$ cat config.mk
export PLATFORM = sky130hd
export DESIGN_NAME = alu_packet_engine
export DESIGN_NICKNAME = d
export VERILOG_FILES = /design/src/rtl/alu_packet_pkg.sv /design/src/rtl/alu_mul_iter.sv /design/src/rtl/alu_packet_engine.sv
export SDC_FILE = /design/constraint.sdc
export NUM_CORES = 1
export LEC_CHECK = 0
export CORE_MARGIN = 2
export CORE_UTILIZATION = 65
export CTS_CLUSTER_SIZE = 8
export DETAILED_ROUTE_END_ITERATION = 10
export PLACE_DENSITY = 0.83
export SLEW_MARGIN = 20
export SYNTH_ARGS = -nofsm -noshare
export SYNTH_HDL_FRONTEND = slang
export SYNTH_SLANG_ARGS = --single-unit
$ cat constraint.sdc
create_clock -name clk_i -period 9.9 [get_ports clk_i]
set_input_delay 1.485 -clock clk_i [delete_from_list [all_inputs] [get_ports clk_i]]
set_output_delay 1.485 -clock clk_i [all_outputs]
set_load 0.1 [all_outputs]
$ cat src/rtl/alu_packet_pkg.sv
// Shared types and constants for the byte-stream ALU packet engine.
package alu_packet_pkg;

   typedef enum logic [3:0] {
      S_OP,
      S_RSV,
      S_LEN_LO,
      S_LEN_HI,
      S_ECHO,
      S_OPERAND,
      S_MUL_WAIT,
      S_TX,
      S_DRAIN
   } state_t;

   localparam logic [7:0] OP_ECHO = 8'hEC;
   localparam logic [7:0] OP_ADD  = 8'hAD;
   localparam logic [7:0] OP_MUL  = 8'h88;

   localparam logic [1:0] ERR_NONE   = 2'd0;
   localparam logic [1:0] ERR_OPCODE = 2'd1;
   localparam logic [1:0] ERR_LEN    = 2'd2;

   localparam logic [15:0] HDR_LEN = 16'd4;

endpackage

$ cat src/rtl/alu_mul_iter.sv
// Iterative shift-add unsigned multiplier; one partial product per cycle, the first one
// taken in the start cycle, so done_o pulses OPERAND_W cycles after start_i.
module alu_mul_iter #(
   parameter int unsigned OPERAND_W = 32
) (
   input  logic                 clk_i,
   input  logic                 reset_i,
   input  logic                 start_i,
   input  logic [OPERAND_W-1:0] a_i,
   input  logic [OPERAND_W-1:0] b_i,
   output logic                 done_o,
   output logic [OPERAND_W-1:0] p_o
);

   localparam int unsigned CNT_W = $clog2(OPERAND_W) + 1;

   logic [OPERAND_W-1:0] a_q, b_q, p_q;
   logic [CNT_W-1:0]     cnt_q;
   logic                 run_q, done_q;

   always_ff @(posedge clk_i) begin
      if (reset_i) begin
         a_q    <= '0;
         b_q    <= '0;
         p_q    <= '0;
         cnt_q  <= '0;
         run_q  <= 1'b0;
         done_q <= 1'b0;
      end else begin
         done_q <= 1'b0;
         if (start_i) begin
            p_q   <= b_i[0] ? a_i : '0;
            a_q   <= a_i << 1;
            b_q   <= b_i >> 1;
            cnt_q <= CNT_W'(1);
            run_q <= 1'b1;
         end else if (run_q) begin
            if (b_q[0]) p_q <= p_q + a_q;
            a_q   <= a_q << 1;
            b_q   <= b_q >> 1;
            cnt_q <= cnt_q + CNT_W'(1);
            if (cnt_q == CNT_W'(OPERAND_W - 1)) begin
               run_q  <= 1'b0;
               done_q <= 1'b1;
            end
         end
      end
   end

   assign done_o = done_q;
   assign p_o    = p_q;

endmodule

$ cat src/rtl/alu_packet_engine.sv
// Packet-framed byte-stream ALU: echoes payload or reduces it as little-endian operands
// (sum or product) and streams the OPERAND_W-bit result back LSB first.
module alu_packet_engine
   import alu_packet_pkg::*;
#(
   parameter int unsigned OPERAND_W = 32
) (
   input  logic       clk_i,
   input  logic       reset_i,
   input  logic [7:0] s_axis_tdata,
   input  logic       s_axis_tvalid,
   output logic       s_axis_tready,
   output logic [7:0] m_axis_tdata,
   output logic       m_axis_tvalid,
   input  logic       m_axis_tready,
   output logic       busy_o,
   output logic       err_o,
   output logic [1:0] err_code_o
);

   localparam int unsigned NB = OPERAND_W / 8;

   state_t               state_q, state_d, hdr_next;
   logic [7:0]           opcode_q, len_lo_q, out_data_q;
   logic [15:0]          cnt_q, len, payload;
   logic [3:0]           byte_idx_q, tx_idx_q;
   logic [OPERAND_W-1:0] op_q, op_asm, acc_q, mul_p;
   logic [6:0]           op_sh, tx_sh;
   logic                 first_q, out_valid_q, err_q;
   logic [1:0]           err_code_q, hdr_err;
   logic                 s_fire, tx_fire, op_last_byte, pay_last, is_mul;
   logic                 mul_start, mul_done;

   assign s_fire       = s_axis_tvalid && s_axis_tready;
   assign len          = {s_axis_tdata, len_lo_q};
   assign payload      = len - HDR_LEN;
   assign pay_last     = (cnt_q == 16'd1);
   assign op_last_byte = (byte_idx_q == 4'(NB - 1));
   assign is_mul       = (opcode_q == OP_MUL);
   assign op_sh        = {byte_idx_q, 3'b000};
   assign tx_sh        = {tx_idx_q, 3'b000};
   assign op_asm       = (op_q & ~(OPERAND_W'(8'hFF) << op_sh))
                       | (OPERAND_W'(s_axis_tdata) << op_sh);
   // A pending echo byte still owns the output slot and goes out before the result.
   assign tx_fire      = (state_q == S_TX) && !out_valid_q && m_axis_tready;
   assign mul_start    = (state_q == S_OPERAND) && s_fire && op_last_byte && !first_q && is_mul;

   // Header verdict, evaluated while the len MSB is on the bus.
   always_comb begin
      hdr_err  = ERR_NONE;
      hdr_next = S_OP;
      if (len < HDR_LEN) begin
         hdr_err = ERR_LEN;
      end else if (opcode_q != OP_ECHO && opcode_q != OP_ADD && opcode_q != OP_MUL) begin
         hdr_err  = ERR_OPCODE;
         hdr_next = (payload == 16'd0) ? S_OP : S_DRAIN;
      end else if (opcode_q == OP_ECHO) begin
         hdr_next = (payload == 16'd0) ? S_OP : S_ECHO;
      end else if (payload == 16'd0 || (payload % 16'(NB)) != 16'd0) begin
         hdr_err  = ERR_LEN;
         hdr_next = (payload == 16'd0) ? S_OP : S_DRAIN;
      end else begin
         hdr_next = S_OPERAND;
      end
   end

   always_ff @(posedge clk_i) begin
      if (reset_i) state_q <= S_OP;
      else         state_q <= state_d;
   end

   always_comb begin
      state_d = state_q;
      unique case (state_q)
         S_OP:       if (s_fire) state_d = S_RSV;
         S_RSV:      if (s_fire) state_d = S_LEN_LO;
         S_LEN_LO:   if (s_fire) state_d = S_LEN_HI;
         S_LEN_HI:   if (s_fire) state_d = hdr_next;
         S_ECHO:     if (s_fire && pay_last) state_d = S_OP;
         S_OPERAND: begin
            if (s_fire && op_last_byte) begin
               if (!first_q && is_mul) state_d = S_MUL_WAIT;
               else if (pay_last)      state_d = S_TX;
            end
         end
         S_MUL_WAIT: if (mul_done) state_d = (cnt_q == 16'd0) ? S_TX : S_OPERAND;
         S_TX:       if (tx_fire && tx_idx_q == 4'(NB - 1)) state_d = S_OP;
         S_DRAIN:    if (s_fire && pay_last) state_d = S_OP;
         default:    state_d = S_OP;
      endcase
   end

   always_comb begin
      s_axis_tready = 1'b0;
      if (!reset_i) begin
         unique case (state_q)
            S_OP, S_RSV, S_LEN_LO, S_LEN_HI, S_OPERAND, S_DRAIN: s_axis_tready = 1'b1;
            S_ECHO:  s_axis_tready = !out_valid_q || m_axis_tready;
            default: s_axis_tready = 1'b0;
         endcase
      end
      m_axis_tvalid = out_valid_q || (state_q == S_TX);
      m_axis_tdata  = out_data_q;
      if (!out_valid_q && state_q == S_TX) m_axis_tdata = 8'(acc_q >> tx_sh);
      busy_o        = (state_q != S_OP);
   end

   always_ff @(posedge clk_i) begin
      if (reset_i) begin
         opcode_q    <= 8'd0;
         len_lo_q    <= 8'd0;
         cnt_q       <= 16'd0;
         byte_idx_q  <= 4'd0;
         tx_idx_q    <= 4'd0;
         op_q        <= '0;
         acc_q       <= '0;
         first_q     <= 1'b0;
         out_valid_q <= 1'b0;
         out_data_q  <= 8'd0;
         err_q       <= 1'b0;
         err_code_q  <= ERR_NONE;
      end else begin
         err_q <= 1'b0;
         if (state_q == S_OP && s_fire)     opcode_q <= s_axis_tdata;
         if (state_q == S_LEN_LO && s_fire) len_lo_q <= s_axis_tdata;
         if (state_q == S_LEN_HI && s_fire) begin
            cnt_q      <= payload;
            byte_idx_q <= 4'd0;
            tx_idx_q   <= 4'd0;
            first_q    <= 1'b1;
            if (hdr_err != ERR_NONE) begin
               err_q      <= 1'b1;
               err_code_q <= hdr_err;
            end
         end
         if ((state_q == S_ECHO || state_q == S_OPERAND || state_q == S_DRAIN) && s_fire)
            cnt_q <= cnt_q - 16'd1;

         if (out_valid_q && m_axis_tready) out_valid_q <= 1'b0;
         if (state_q == S_ECHO && s_fire) begin
            out_valid_q <= 1'b1;
            out_data_q  <= s_axis_tdata;
         end

         if (state_q == S_OPERAND && s_fire) begin
            op_q <= op_asm;
            if (op_last_byte) begin
               byte_idx_q <= 4'd0;
               first_q    <= 1'b0;
               if (first_q)     acc_q <= op_asm;
               else if (!is_mul) acc_q <= acc_q + op_asm;
            end else begin
               byte_idx_q <= byte_idx_q + 4'd1;
            end
         end
         if (state_q == S_MUL_WAIT && mul_done) acc_q <= mul_p;
         if (tx_fire) tx_idx_q <= (tx_idx_q == 4'(NB - 1)) ? 4'd0 : tx_idx_q + 4'd1;
      end
   end

   assign err_o      = err_q;
   assign err_code_o = err_code_q;

   alu_mul_iter #(
      .OPERAND_W(OPERAND_W)
   ) u_mul (
      .clk_i  (clk_i),
      .reset_i(reset_i),
      .start_i(mul_start),
      .a_i    (acc_q),
      .b_i    (op_asm),
      .done_o (mul_done),
      .p_o    (mul_p)
   );

endmodule

==> results.py <==
metrics = {
    "floorplanning": {
        "ios": 26,
        "design.die.area_um2": 22600,
        "die_h_um": 150,
        "core-area_um2": 21000,
        "die_w_um": 150,
        "rows": 53,
        "start_util_pct": 66.2,
    },
    "timing": {
        "rsz0062_at_grt": "no",
        "fmax_ghz": 0.178,
        "hold_viol": 0,
        "tns_ps": 0,
        "slew-limit-headroom_pct": 26.8,
        "setup_violations": 0,
        "fin_ws_ps": 4290,
        "whs_ps": 456,
        "maxSlewViolCount": 0,
        "fin_crit_sh_pct": 56.6,
        "tightestPinTransition_ps": 1100,
        "clock_skew_ps": 10.6,
        "period_needed_ps": 5610,
    },
    "clock_network": {
        "clockBufferDepth": 3,
        "cts_resized": 0,
        "cts_num_sinks": 223,
        "cts_tree": "built",
        "cts_setup_buffers": 0,
        "cts-hold-fix-buffers": 0,
        "clk_latency_ps": 570,
        "cts_root_buf": "clkbuf_16",
        "numCtsBuffers": 31,
        "ctsHtreeMaxLevel": 1,
        "path_clk_slew_ps": 50,
    },
    "logic_synthesis": {
        "synth_cells": 1710,
        "seq_area_frac_synth_pct": 32.1,
        "syn-num-nets": 1792,
        "async_flop_share_pct": 0,
        "synth_top_cell_by_area": "dfxtp_1",
        "yosysMostFrequentCell": "nor2_1",
        "synth_commonest_cells": "nor2_1 (226), dfxtp_1 (223), nand2_1 (136)",
        "yosysTopAreaCellShare_pct": 32.1,
        "synth_area_um2": 13900,
        "synth_edf_count": 0,
        "yosysWarningCount": 0,
        "ys_types": 86,
        "synth_ff_type": "dfxtp_1",
        "synth.top_cells.by_area": "dfxtp_1 (32%), mux2i_1 (6.4%), ha_1 (6.1%), nor2_1 (6.1%), a211oi_1 (4.8%)",
        "syn_area_per_cell_um2": 8.13,
        "ys_ff_latch": 223,
    },
    "power": {
        "total_power_mw": 1.95,
        "p_switching_uw": 461,
        "pwr-share-clk_pct": 47.7,
        "internal_power_mw": 1.49,
        "vdd_drop_max_mv": 0.122,
        "p_leak_nw": 5.92,
        "switching_share_pct": 23.7,
        "share_seq_of_total_power_pct": 46.9,
        "pwr-share-comb_pct": 5.4,
        "p_per_area_nw_per_um2": 130,
    },
    "placed_design": {
        "dpl_cell_area_um2": 14100,
        "pre_cts_ws_ps": 4290,
        "dp_cells": 1902,
        "gp_congestion": 0.987,
        "portBuffers": 25,
        "detailed_place_hpwl_um": 27000,
    },
    "global_route": {
        "overflow": 0,
        "grt_max_degree": 161,
        "grt_pass1_vias": 12100,
        "grt_pass1_wl_um": 63100,
        "grt_use_total_pct": 34.7,
        "antenna_found_initial": 1,
    },
    "layout": {
        "nets": 1742,
        "final_area_um2": 15000,
        "area_delta_synth_final_pct": 7.56,
        "fin_cells": 1937,
        "final_core_util_pct": 71.2,
        "drive_gt1_share_pct": 6.08,
    },
    "critical_path": {
        "reg2regPathDepth": 13,
        "worst_ep_arrival_time_ps": 4120,
        "cp.required_ps": 8420,
        "critical_path.max_fanout": 14,
        "path_class": "reg -> out",
        "r2r_end": "acc_q[30]",
        "cp-start-kind": "flip-flop",
        "reg2reg_slack_ps": 5290,
        "endpoint_kind": "output pin",
        "reg2reg_from": "byte_idx_q[3]",
    },
    "detailed_routing": {
        "via_count": 13000,
        "wire_per_inst_um": 20.3,
        "drt_iter0_drc": 1226,
        "first_pass_iters": 5,
        "drtAntennaViolNets": 0,
        "routed_wl_um": 39400,
        "remaining_drc_errors": 0,
        "viasPerCell": 6.74,
    },
    "worst_hold_path": {
        "hold_class": "reg -> reg",
        "holdPathStages": 2,
        "hp-start": "out_data_q[6]",
        "hold_path_end": "out_data_q[6]",
    },
    "outcome": {
        "status": "complete, no violations",
    },
    "flow_run": {
        "maxCapViolations": 0,
    },
}
## metal layers
metal | part of all wire (%) | vias to the layer above | global-route usage [%]
met2 | 47 | 550 | 56.3
met5 | 0 | - | 0
met4 | 3.7 | 0 | 14.5
met1 | 42 | 6203 | 46.5
met3 | 7.3 | 106 | 4.64
li1 | - | 6187 | -
## how the worst max path moves through the flow
stage | cells after the start | startpoint | end
after floorplan | 15 | s_axis_tdata[0] | acc_q[30]
after global placement | 10 | reset_i | acc_q[30]
after detailed placement | 13 | s_axis_tdata[0] | acc_q[30]
after CTS | 5 | state_q[2] | m_axis_tdata[2]
after global routing | 5 | state_q[1] | m_axis_tdata[5]
final | 5 | state_q[2] | m_axis_tdata[3]
## cell type report
| class | instances | area [um^2] |
|---|---|---|
| tap | 275 | 344 |
| clock inverter | 1 | 20.0 |
| multi-input combinational | 1341 | 8890 |
| clock buffer | 33 | 783 |
| timing repair buffer | 36 | 347 |
| inverter | 27 | 101 |
| fill | 1705 | 6060 |
| antenna | 1 | 2.50 |
| sequential | 223 | 4470 |
## sequential cells by signal, indices dropped and copies added, names as in the netlist, 2 cells and up
register,cells
err_code_o,2
u_mul.b_q,31
tx_idx_q,4
opcode_q,8
len_lo_q,8
cnt_q,16
u_mul.cnt_q,6
out_data_q,8
state_q,4
u_mul.a_q,31
u_mul.p_o,32
byte_idx_q,4
acc_q,32
op_q,32
## worst max-delay path, stage by stage, from the launching register on
cell	delay [ps]
dfxtp_1	610
nand2b_1	270
or3_1	550
nor3_1	710
a22o_1	280
clkdlybuf4s50_1	1140
## power groups by stage
| stage | sequential [mW] | combinational, mW | clock, mW |
|---|---|---|---|
| floorplan | 0.928 | 0.0799 | 0 |
| global placement | 0.931 | 0.101 | 0 |
| detailed placement | 0.931 | 0.102 | 0 |
| CTS | 0.913 | 0.103 | 0.936 |
| global route | 0.914 | 0.112 | 0.969 |
| finish | 0.914 | 0.105 | 0.929 |
## cell families (layout without fill, tap and decap cells)
family	after synthesis	after routing	share of synthesized area [%]
other cells	0	1	0
mux	124	124	9.89
compound gates	489	489	23.5
fa+ha+maj	70	70	6.41
flops	223	223	32.1
buf+inv	146	97	4.08
simple gates	605	605	20.7
xor+xnor	53	53	3.34
## cell usage in the layout (no fill, tap or decap), types with 27 or more instances in the layout
| cell | count |
|---|---|
| nand3_1 | 46 |
| nor2_1 | 226 |
| nor3_1 | 62 |
| mux2i_1 | 89 |
| a21o_1 | 32 |
| mux2_2 | 27 |
| a21oi_1 | 132 |
| o21ai_0 | 60 |
| dfxtp_1 | 222 |
| ha_1 | 68 |
| nand2_1 | 136 |
| a211oi_1 | 89 |
| inv_1 | 27 |
| xnor2_1 | 28 |
| clkbuf_16 | 31 |
No activity file was read; power rests on OpenSTA's default activity.
